<file path="config.mk">
export PLATFORM = sky130hd
export DESIGN_NAME = io_harness
export DESIGN_NICKNAME = d
export VERILOG_FILES = /design/src/rtl/io_harness_pkg.sv /design/src/rtl/io_harness_mem.sv /design/src/rtl/io_harness.sv
export SDC_FILE = /design/constraint.sdc
export NUM_CORES = 1
export LEC_CHECK = 0
export BUFFER_PORTS_ARGS = -buffer_cell sky130_fd_sc_hd__buf_2
export CAP_MARGIN = 20
export CORE_UTILIZATION = 51
export CTS_CLUSTER_SIZE = 8
export DETAILED_ROUTE_END_ITERATION = 6
export GPL_TIMING_DRIVEN = 0
export PLACE_DENSITY = 0.68
export SETUP_SLACK_MARGIN = 0.05
export SLEW_MARGIN = 15
export SYNTH_ARGS = -nofsm -noshare
export SYNTH_HDL_FRONTEND = slang
export SYNTH_SLANG_ARGS = --single-unit
</file>
<file path="constraint.sdc">
create_clock -name clk -period 3.8 [get_ports clk]
set_clock_uncertainty 0.1 [all_clocks]
set_input_delay 0.19 -clock clk [delete_from_list [all_inputs] [get_ports clk]]
set_output_delay 0.19 -clock clk [all_outputs]
set_load 0.05 [all_outputs]
</file>
<file path="src/rtl/io_harness_pkg.sv">
// Shared state encoding and defaults for the io_harness stimulus/capture block.
package io_harness_pkg;

  typedef enum logic [2:0] {
    ST_IDLE,
    ST_RESET_DUT,
    ST_ARM,
    ST_CAPTURE,
    ST_DONE
  } state_e;

  localparam int IO_HARNESS_RST_CYCLES = 4;

endpackage

</file>
<file path="src/rtl/io_harness_mem.sv">
// DEPTH x W RAM: synchronous write, registered read with a clearable output register.
module io_harness_mem #(
  parameter int DEPTH = 16,
  parameter int W     = 8
) (
  input  logic                     clk,
  input  logic                     rst,
  input  logic                     we,
  input  logic [$clog2(DEPTH)-1:0] waddr,
  input  logic [W-1:0]             wdata,
  input  logic                     re,
  input  logic [$clog2(DEPTH)-1:0] raddr,
  output logic [W-1:0]             rdata
);

  logic [W-1:0] mem_q [DEPTH];

  always_ff @(posedge clk) begin
    if (we) begin
      mem_q[waddr] <= wdata;
    end
  end

  always_ff @(posedge clk) begin
    if (rst) begin
      rdata <= '0;
    end else if (re) begin
      rdata <= mem_q[raddr];
    end
  end

endmodule

</file>
<file path="src/rtl/io_harness.sv">
// Replays a pattern into a DUT and captures its outputs, optionally after a masked trigger.
// Build option: define IO_HARNESS_TRIGGER_EN to enable the ARM/trigger stage.
module io_harness
  import io_harness_pkg::*;
#(
  parameter int IN_W       = 8,
  parameter int OUT_W      = 8,
  parameter int DEPTH      = 16,
  parameter int DIV_W      = 8,
  parameter int RST_CYCLES = IO_HARNESS_RST_CYCLES
) (
  input  logic                     clk,
  input  logic                     rst,
  input  logic                     pat_we,
  input  logic [$clog2(DEPTH)-1:0] pat_addr,
  input  logic [IN_W-1:0]          pat_data,
  input  logic [$clog2(DEPTH):0]   pat_len,
  input  logic [DIV_W-1:0]         step_div,
  input  logic [OUT_W-1:0]         trig_mask,
  input  logic [OUT_W-1:0]         trig_value,
  input  logic                     start,
  input  logic                     abort,
  input  logic                     rd_en,
  output logic [IN_W-1:0]          dut_ui,
  input  logic [OUT_W-1:0]         dut_uo,
  output logic                     dut_rst_n,
  output logic                     busy,
  output logic                     done,
  output logic                     triggered,
  output logic [OUT_W-1:0]         rd_data,
  output logic                     rd_valid,
  output logic [$clog2(DEPTH):0]   cap_count
);

  localparam int AW  = $clog2(DEPTH);
  localparam int CW  = AW + 1;
  localparam int RCW = (RST_CYCLES > 1) ? $clog2(RST_CYCLES) : 1;

  state_e           state_q, state_d;
  logic [RCW-1:0]   rst_cnt_q, rst_cnt_d;
  logic [DIV_W-1:0] div_cnt_q, div_cnt_d, div_q, div_d;
  logic [CW-1:0]    len_q, len_d, cap_count_q, cap_count_d;
  logic [AW-1:0]    idx_q, idx_d, wr_ptr_q, wr_ptr_d, rd_ptr_q, rd_ptr_d;
  logic             triggered_q, triggered_d, rd_valid_q;
  logic [OUT_W-1:0] dut_uo_q;
  logic [IN_W-1:0]  pat_rdata;
  logic             active, idle_like, step, start_ok, pop_ok, cap_we, pat_wr;

`ifdef IO_HARNESS_TRIGGER_EN
  logic [OUT_W-1:0] mask_q, mask_d, value_q, value_d;
  logic             trig_hit;
  assign trig_hit = ((dut_uo_q ^ value_q) & mask_q) == '0;
  assign cap_we   = !abort && step &&
                    ((state_q == ST_CAPTURE) || ((state_q == ST_ARM) && trig_hit));
`else
  logic unused_trig;
  assign unused_trig = ^{trig_mask, trig_value};
  assign cap_we      = !abort && step && (state_q == ST_CAPTURE);
`endif

  assign active    = (state_q == ST_RESET_DUT) || (state_q == ST_ARM) || (state_q == ST_CAPTURE);
  assign idle_like = (state_q == ST_IDLE) || (state_q == ST_DONE);
  assign step      = ((state_q == ST_ARM) || (state_q == ST_CAPTURE)) && (div_cnt_q == div_q);
  assign start_ok  = start && idle_like && !abort;
  assign pop_ok    = rd_en && (state_q == ST_DONE) && (cap_count_q != '0) && !abort && !start_ok;
  assign pat_wr    = pat_we && idle_like;

  always_comb begin
    state_d     = state_q;
    rst_cnt_d   = rst_cnt_q;
    div_cnt_d   = div_cnt_q;
    div_d       = div_q;
    len_d       = len_q;
    cap_count_d = cap_count_q;
    idx_d       = idx_q;
    wr_ptr_d    = wr_ptr_q;
    rd_ptr_d    = rd_ptr_q;
    triggered_d = triggered_q;
`ifdef IO_HARNESS_TRIGGER_EN
    mask_d      = mask_q;
    value_d     = value_q;
`endif
    if (abort) begin
      state_d     = ST_IDLE;
      cap_count_d = '0;
      idx_d       = '0;
      wr_ptr_d    = '0;
      rd_ptr_d    = '0;
    end else begin
      case (state_q)
        ST_IDLE, ST_DONE: begin
          if (pop_ok) begin
            rd_ptr_d    = rd_ptr_q + 1'b1;
            cap_count_d = cap_count_q - 1'b1;
          end
          if (start_ok) begin
            state_d     = ST_RESET_DUT;
            rst_cnt_d   = '0;
            idx_d       = '0;
            wr_ptr_d    = '0;
            rd_ptr_d    = '0;
            cap_count_d = '0;
            triggered_d = 1'b0;
            div_d       = step_div;
            // A length of 0 or anything beyond the memory means "whole memory".
            len_d       = ((pat_len == '0) || (pat_len > CW'(DEPTH))) ? CW'(DEPTH) : pat_len;
`ifdef IO_HARNESS_TRIGGER_EN
            mask_d      = trig_mask;
            value_d     = trig_value;
`endif
          end
        end
        ST_RESET_DUT: begin
          if (rst_cnt_q == RCW'(RST_CYCLES - 1)) begin
            div_cnt_d = '0;
`ifdef IO_HARNESS_TRIGGER_EN
            state_d   = ST_ARM;
`else
            state_d   = ST_CAPTURE;
`endif
          end else begin
            rst_cnt_d = rst_cnt_q + 1'b1;
          end
        end
        ST_ARM, ST_CAPTURE: begin
          if (step) begin
            div_cnt_d = '0;
            idx_d     = ({1'b0, idx_q} == (len_q - 1'b1)) ? '0 : idx_q + 1'b1;
          end else begin
            div_cnt_d = div_cnt_q + 1'b1;
          end
          if (cap_we) begin
            wr_ptr_d    = wr_ptr_q + 1'b1;
            cap_count_d = cap_count_q + 1'b1;
            triggered_d = 1'b1;
            state_d     = (cap_count_q == CW'(DEPTH - 1)) ? ST_DONE : ST_CAPTURE;
          end
        end
        default: state_d = ST_IDLE;
      endcase
    end
  end

  always_ff @(posedge clk) begin
    if (rst) begin
      state_q     <= ST_IDLE;
      rst_cnt_q   <= '0;
      div_cnt_q   <= '0;
      div_q       <= '0;
      len_q       <= '0;
      cap_count_q <= '0;
      idx_q       <= '0;
      wr_ptr_q    <= '0;
      rd_ptr_q    <= '0;
      triggered_q <= 1'b0;
      rd_valid_q  <= 1'b0;
      dut_uo_q    <= '0;
`ifdef IO_HARNESS_TRIGGER_EN
      mask_q      <= '0;
      value_q     <= '0;
`endif
    end else begin
      state_q     <= state_d;
      rst_cnt_q   <= rst_cnt_d;
      div_cnt_q   <= div_cnt_d;
      div_q       <= div_d;
      len_q       <= len_d;
      cap_count_q <= cap_count_d;
      idx_q       <= idx_d;
      wr_ptr_q    <= wr_ptr_d;
      rd_ptr_q    <= rd_ptr_d;
      triggered_q <= triggered_d;
      rd_valid_q  <= pop_ok;
      dut_uo_q    <= dut_uo;
`ifdef IO_HARNESS_TRIGGER_EN
      mask_q      <= mask_d;
      value_q     <= value_d;
`endif
    end
  end

  // Reading at the next index keeps the registered RAM output aligned with idx_q.
  io_harness_mem #(.DEPTH(DEPTH), .W(IN_W)) u_pat_mem (
    .clk   (clk),
    .rst   (rst),
    .we    (pat_wr),
    .waddr (pat_addr),
    .wdata (pat_data),
    .re    (1'b1),
    .raddr (idx_d),
    .rdata (pat_rdata)
  );

  io_harness_mem #(.DEPTH(DEPTH), .W(OUT_W)) u_cap_mem (
    .clk   (clk),
    .rst   (rst),
    .we    (cap_we),
    .waddr (wr_ptr_q),
    .wdata (dut_uo_q),
    .re    (pop_ok),
    .raddr (rd_ptr_q),
    .rdata (rd_data)
  );

  assign dut_ui    = active ? pat_rdata : '0;
  assign dut_rst_n = (state_q == ST_ARM) || (state_q == ST_CAPTURE);
  assign busy      = active;
  assign done      = (state_q == ST_DONE);
  assign triggered = triggered_q;
  assign rd_valid  = rd_valid_q;
  assign cap_count = cap_count_q;

endmodule

</file>
Word level (Yosys, flattened, before mapping). Memories as Yosys holds them, arrays and structs flattened. A register that Yosys moved wholly into a read port is not among the register bits. Cells that the tools add are included. Widths: inputs -> output; s select.

Add/sub/neg operators: 8. Magnitude comparators: 1. Eq/ne operators: 13. Muxes and demuxes: 34. Bitwise logic cells: 1. Reduce and logical (&&, ||, !) cells: 35.

Operators by type and width (number): $mux 4 (8); $mux 8 (3); $mux 5 (4); $pmux 4 s2 (2); $pmux 8 s2 (1); $reduce_and 3->1 (5); $add 4x1->4 const B (3); $mux 3 (4); $logic_and 1x1->1 (10); $pmux 5 s2 (1); $sub 5x1->5 const B (2); $pmux 3 s3 (1); $add 8x1->8 const B (1); $eq 8x8->1 (1); $reduce_and 4->1 (2); $reduce_bool 2->1 (4); $eq 3x2->1 const B (2); $mux 1 (6); $ne 2x2->1 const B (3); $reduce_or 2->1 (3); $add 5x1->5 const B (1); $eq 4x5->1 (1); $eq 5x4->1 const B (1); $gt 5x5->1 const B (1); other kinds (16) (22).

Flip-flop bits (word level): 53. Memory bits (writable): 256. Input port bits: 55. Output and inout bits: 26. Word-level logic and storage cells: 106. Memories: 2.

Memory list: u_cap_mem.mem_q (depth 16, width 8, read ports 1, clocked after Yosys merged registers in 1, write ports 1, line io_harness_mem.sv:16) `logic [W-1:0] mem_q [DEPTH];`; u_pat_mem.mem_q (depth 16, width 8, read ports 1, clocked after Yosys merged registers in 1, write ports 1, line io_harness_mem.sv:16).

Logic depth before layout (Yosys ltp).
Depth after elaboration: 9. Gate-level depth with buffers: 12. Gate-level depth less buffers: 10.

Hierarchy. From an unflattened synthesis, not the netlist that was laid out.

Cell total of the unflattened synthesis: 973. Area, all modules: 13521.7 sq um.

Modules (own cells, without submodules): io_harness_mem (instances 2, cells each 316, area an instance 5343.9 sq um, seq. area each 4003.8 sq um); io_harness (instances 1, cells each 341, area an instance 2834.0 sq um, seq. area each 1061.0 sq um).

Worst setup path before layout. No wires, ideal clock.

Path type: reg2reg. Start point: register state_q[2]. End point: register cap_count_q[2], in the netlist cap_count[2]. Library setup time: 0.071 ns. Arrival: 2.941 ns. Data required time: 3.629 ns. Path slack: 0.689 ns. Stages on the path, launching flop included: 8. Path buffers: 0. Clock period less this slack: 3.111 ns. Path through: dfxtp_1 > inv_1 > nor3_1 > nand3b_1 > a31oi_1 > nor2_1 > or3_1 > a21oi_1.

Word-level cells in the longest chain between the ends: 8. Elaborated cells on any way between the ends: 24. Those cells by class: 5 x eq/ne; 2 x mux; 17 x reduce/logical.

Ends and longest elaborated chain: from (decl) (line io_harness.sv:39) `state_e state_q, state_d;`; from (signal assigned) (line io_harness.sv:163) `state_q <= state_d;`; $eq 3x3->1 *; net done (line io_harness.sv:28) `output logic done,`; $logic_or 1x1->1 (line io_harness.sv:62) `assign idle_like = (state_q == ST_IDLE) || (state_q == ST_DONE);`; $logic_and 1x1->1 (2 in a row) (line io_harness.sv:64) `assign start_ok = start && idle_like && !abort;`; $logic_not 1->1 (line io_harness.sv:65) `assign pop_ok = rd_en && (state_q == ST_DONE) && (cap_count_q != '0) && !abort && !start_ok;`; $logic_and 1x1->1 (line io_harness.sv:65); $ne 3x3->1 (no source line); $reduce_and 3->1 (no source line); to (signal assigned) (line io_harness.sv:168) `cap_count_q <= cap_count_d;`; to (decl) (line io_harness.sv:42) `logic [CW-1:0] len_q, len_d, cap_count_q, cap_count_d;`.

Mark *: on every way through the listed nets, which the timed path passes. The rest lies on a longest branch. A chain may end at the register's enable or synchronous reset.

Worst setup path after layout.
Start point: register len_q[0]. End point: register u_pat_mem.rdata[4] (read register of u_pat_mem.mem_q).

Word-level cells in the longest chain between the ends: 6.

Ends and longest elaborated chain: from (decl) (line io_harness.sv:42); from (signal assigned) (line io_harness.sv:167) `len_q <= len_d;`; $sub 5x1->5 (line io_harness.sv:128) `idx_d = ({1'b0, idx_q} == (len_q - 1'b1)) ? '0 : idx_q + 1'b1;`; $eq 4x5->1 (line io_harness.sv:128); $mux 4 (line io_harness.sv:128); $mux 4 (line io_harness.sv:126) `if (step) begin`; $pmux 4 s2 (line io_harness.sv:90) `case (state_q)`; $mux 4 (line io_harness.sv:83) `if (abort) begin`; to (decl) (line io_harness_mem.sv:13) `output logic [W-1:0] rdata`.

Every way passes these cells.

==> results.txt <==
The worst setup path is launched from a register. The clock net in this run drives a total of 325 sinks. After detailed routing, the number of vias per cell comes to 5.66. The number of ports placed on the die boundary came out at 81.

The diode insertion count for antenna repair is 0. The length of the first detailed-routing pass in iterations came out at 5. The critical path startpoint is len_q[0]. The area enclosed by the die boundary is 26800 um2. The TritonCTS clock tree is built. After the flow finishes, the layout carries non-filler instances totaling 1435. The standard cell area after detailed placement came out at 14100 um2. Summed over all cells, the static leakage comes to 0.00562 uW. Of all nets on the critical path, the largest fanout is 10. The placer's final routability congestion estimate is 0.811. The library cell used as clock root buffer is sky130_fd_sc_hd__clkbuf_16. Before CTS, the worst setup slack after placement is 0.101 ns. For this run, the register share of the synthesized area comes to approximately two thirds. For this design the ratio of total power to cell area is 494 nW/um2. The met3 global-route usage came out at 4.11%. The count of nets left with antenna violations after detail routing is 0. The worst-case clock buffer depth is 3.

The worst register-to-register path ends at u_pat_mem.rdata[4]. Clock-pin slew was measured on the worst setup and hold paths at 0.05 ns. The share of total power dissipated in sequential elements is 50.4%.

Of the total power, combinational logic draws about 2.6%. The chip height is 164 um. The switching portion of total power came out at ~20%.

The kind of path behind the tightest hold check is primary input to register. The overall die width is 164 um. The total DRC errors in the routed layout came out at 0. In the synthesized netlist the dominant register cell turns out to be sky130_fd_sc_hd__edfxtp_1. The proportion of synthesized flip-flops having asynchronous set or reset is 0%. The startpoint identified for the worst register-to-register timing path is len_q[0]. The net count after synthesis is 1006. The flow ran to the end, and the final reports show no timing, DRC or antenna violations. The depth of the worst register-to-register path is 12. The met2 usage in global routing is between 30 and 40%. Compared with the post-synthesis result, the final layout area differs by 17.8%.

The worst relative slew slack is 36.6%. In the global route stage, overall resource usage came out at 21.8%. The internal power consumption came out at 6170 uW. The initial cell density of the core is ~52%. After routing, the total negative slack on setup checks comes to 0 ns.

The number of setup violations in the final report came out at 0. A synthesized cell averages 14.2 um2. The number of pins with negative max-slew slack in the final report was 0.

At the later pin of the worst-skew pair, clock insertion delay measures 0.53 ns. Walking the worst path, the cells encountered are inv_1 > ha_1 > xnor2_1 > a221oi_1 > o2111ai_1 > nand4b_1 > a21oi_2 > and2_1 > clkbuf_1 > buf_2 > a32o_1 > o32ai_1. The final hold violation count is 0. The via count is a little over 8000. The final worst setup slack came out at around 0.32 ns. The slowest stage of the critical path is the sky130_fd_sc_hd__a21oi_2 cell.

The delay of the slowest cell on the worst path came out at 0.42 ns. The number of global-route vias before repair came out at 7821. At the end of the flow, the number of nets in the layout was around 1100. The total CTS buffers is 46. STA classifies the critical path endpoint as a register. The total routed wirelength is 28500 um. The buffering stage count on the worst path with inverters included came out at 3. The fraction of layout instances using a drive strength above 1 is 17.1%. The data arrival time at the worst-slack endpoint is 3.79 ns. The tool flagged a number of max-cap violations equal to 0.

The switching power of the nets came out at 1570 uW. The number of distinct library cell variants in the gate-level netlist after synthesis came out at 68. The count of input and output buffers is 63.

The family with the most delay on the worst path is compound AO/OA/AOI/OAI gates. The count of standard-cell rows came out at just under 60. The worst path in the final design needs a cycle of ~3.5 ns, including I/O delays and setup. Global routing consumed, on the met1 layer, 30.7% of the routing resources. The post-DP HPWL is 18700 um. Summing all non-filler instances in the final layout gives an area of 15700 um2. The total overflow left after global routing is 0. Across the VDD grid, the largest voltage drop is approximately 0.4 mV.

The initial antenna violation count came out at 0. Of the available clock period, the critical path in the final layout requires about 90%. The number of DRC violations after detailed-routing iteration 0 came out at 667. By startpoint and endpoint, the worst setup path is classified as register to register.

The critical path depth in cells is 12. The first-pass GRT wire length is 43700 um. The gate count of the mapped netlist came out at 937. The upper clock frequency limit is about 290 MHz. The level count of the clock H-tree came out at 2. The critical path ends at u_pat_mem.rdata[4]. The internal reg-to-reg setup slack is 0.32 ns.

The detailed-route wire length per cell came out at 19.9 um. The filler cell count is 1889. For the worst setup path, the data required time is 4.11 ns. In the layout the commonest cells are sky130_fd_sc_hd__edfxtp_1, sky130_fd_sc_hd__nand2_1, sky130_fd_sc_hd__buf_2. The area of the mapped netlist came out at 13300 um2.

The most common cell after layout, fill and taps aside is sky130_fd_sc_hd__edfxtp_1. Setup repair after global routing left no endpoint under its margin. Overall power consumption after layout is estimated at 7740 uW. The number of flops mapped to enable cells by yosys came out at 256. At the pin with the least slew margin, the transition time is 0.942 ns. Entering global routing, the biggest net connects 17 pins. The area inside the core boundary came out at 25400 um2. The number of warnings printed during yosys synthesis is 0. In this run the most used layer during global routing was met2. The placed cell count came out at 1332. The clock share of power came out at 47.0%. The synthesized design contains 325 register bits.
## cell usage after synthesis, drive strengths merged, types with 8 or more instances
cell type  number  area share (%)
mux2i          24             1.8
o32ai           8            0.53
mux4           40             6.8
nor2           64             1.9
edfxtp        256              58
and2           11            0.52
a21oi          67             2.5
nand2          82             2.4
nor3           16            0.69
ha             14             1.3
inv            29            0.82
dfxtp          69              10
xnor2          16             1.1
nand3          41             1.5
or3             8            0.38
clkbuf         32            0.90
o21ai          39             1.5
nor2b           8            0.38
xor2           11            0.72
buf            20            0.97
## layout make-up
| type | count | area, um2 | area share (%) |
|---|---|---|---|
| sequential | 325 | 9070 | 57.8 |
| multi-input combinational | 531 | 3940 | 25.1 |
| clock buffer | 70 | 1240 | 7.91 |
| timing repair buffer | 95 | 626 | 3.99 |
| tap | 330 | 413 | 2.63 |
| buffer | 52 | 250 | 1.60 |
| inverter | 29 | 109 | 0.694 |
| clock inverter | 3 | 41.3 | 0.263 |
## worst min-delay path by stage
stage | from | to | slack (ns) | depth (start not counted)
floorplan | pat_data[0] | u_pat_mem.mem_q[0][0] | 0.19 | 0
global placement | dut_uo[3] | dut_uo_q[3] | 0.30 | 2
detailed placement | dut_uo[6] | dut_uo_q[6] | 0.31 | 2
CTS | rst | dut_uo_q[1] | 0.004 | 2
global route | rst | dut_uo_q[1] | 0.03 | 2
finish | rst | dut_uo_q[1] | 0.02 | 2
## power by group through the flow
stage | sequential, uW | clock (uW) | combinational, uW
2_1_floorplan | 3960 | 0 | 92.4
3_3_place_gp | 3970 | 0 | 173
3_5_place_dp | 3970 | 0 | 177
4_1_cts | 3900 | 3700 | 200
5_1_grt | 3900 | 3840 | 221
6_report | 3900 | 3640 | 203
## worst register-to-register path: stages (launching register included)
cell and delay [ns]:
sky130_fd_sc_hd__dfxtp_1 0.38, sky130_fd_sc_hd__inv_1 0.06, sky130_fd_sc_hd__ha_1 0.25, sky130_fd_sc_hd__xnor2_1 0.17, sky130_fd_sc_hd__a221oi_1 0.10, sky130_fd_sc_hd__o2111ai_1 0.39
sky130_fd_sc_hd__nand4b_1 0.26, sky130_fd_sc_hd__a21oi_2 0.42, sky130_fd_sc_hd__and2_1 0.19, sky130_fd_sc_hd__clkbuf_1 0.34, sky130_fd_sc_hd__buf_2 0.34, sky130_fd_sc_hd__a32o_1 0.26
sky130_fd_sc_hd__o32ai_1 0.09
## state kept, by name (all words and copies together), names as in the netlist
register and count:
wr_ptr_q 4, u_cap_mem.mem_q 128, div_q 8, cap_count 5
u_pat_mem.mem_q 128, len_q 5, rst_cnt_q 2, state_q 3
idx_q 4, triggered 1, rd_valid 1, rd_ptr_q 4
dut_uo_q 8, u_pat_mem.rdata 8, u_cap_mem.rdata 8, div_cnt_q 8
## layer usage
layer	part of all wire (%)	vias up	wire (um)
met2	46	262	13100
met5	0	-	0
met3	5.8	55	1660
met4	2.6	0	743
li1	-	3829	-
met1	45	3969	12900
## repair_timing
item	in CTS	in global routing
buffers inserted	0	0
endpoints found under the setup margin	0	8
resized for setup	0	4
endpoints found under the hold margin	131	1
hold buffers	29	1
## metrics by stage
step	hold slack [ns]	utilization, %
after floorplan	0.189	-
after global placement	0.296	55.3
after detailed placement	0.306	55.4
after CTS	0.00359	61.6
after global routing	0.0318	61.8
final	0.0153	61.8
## logic make-up (layout without fill, tap and decap cells)
family                     Yosys count  count (layout)  share of synthesized area (%)
AOI/OAI and AO/OA                  156             156                           7.38
adders and majority gates           14              14                           1.32
buffers and inverters               81             249                           2.69
and+or+nand+nor                    270             270                           10.2
DFF                                325             325                           68.1
muxes                               64              64                           8.57
xor gates and xnor gates            27              27                           1.78
Power figures use the tool's default switching activity.
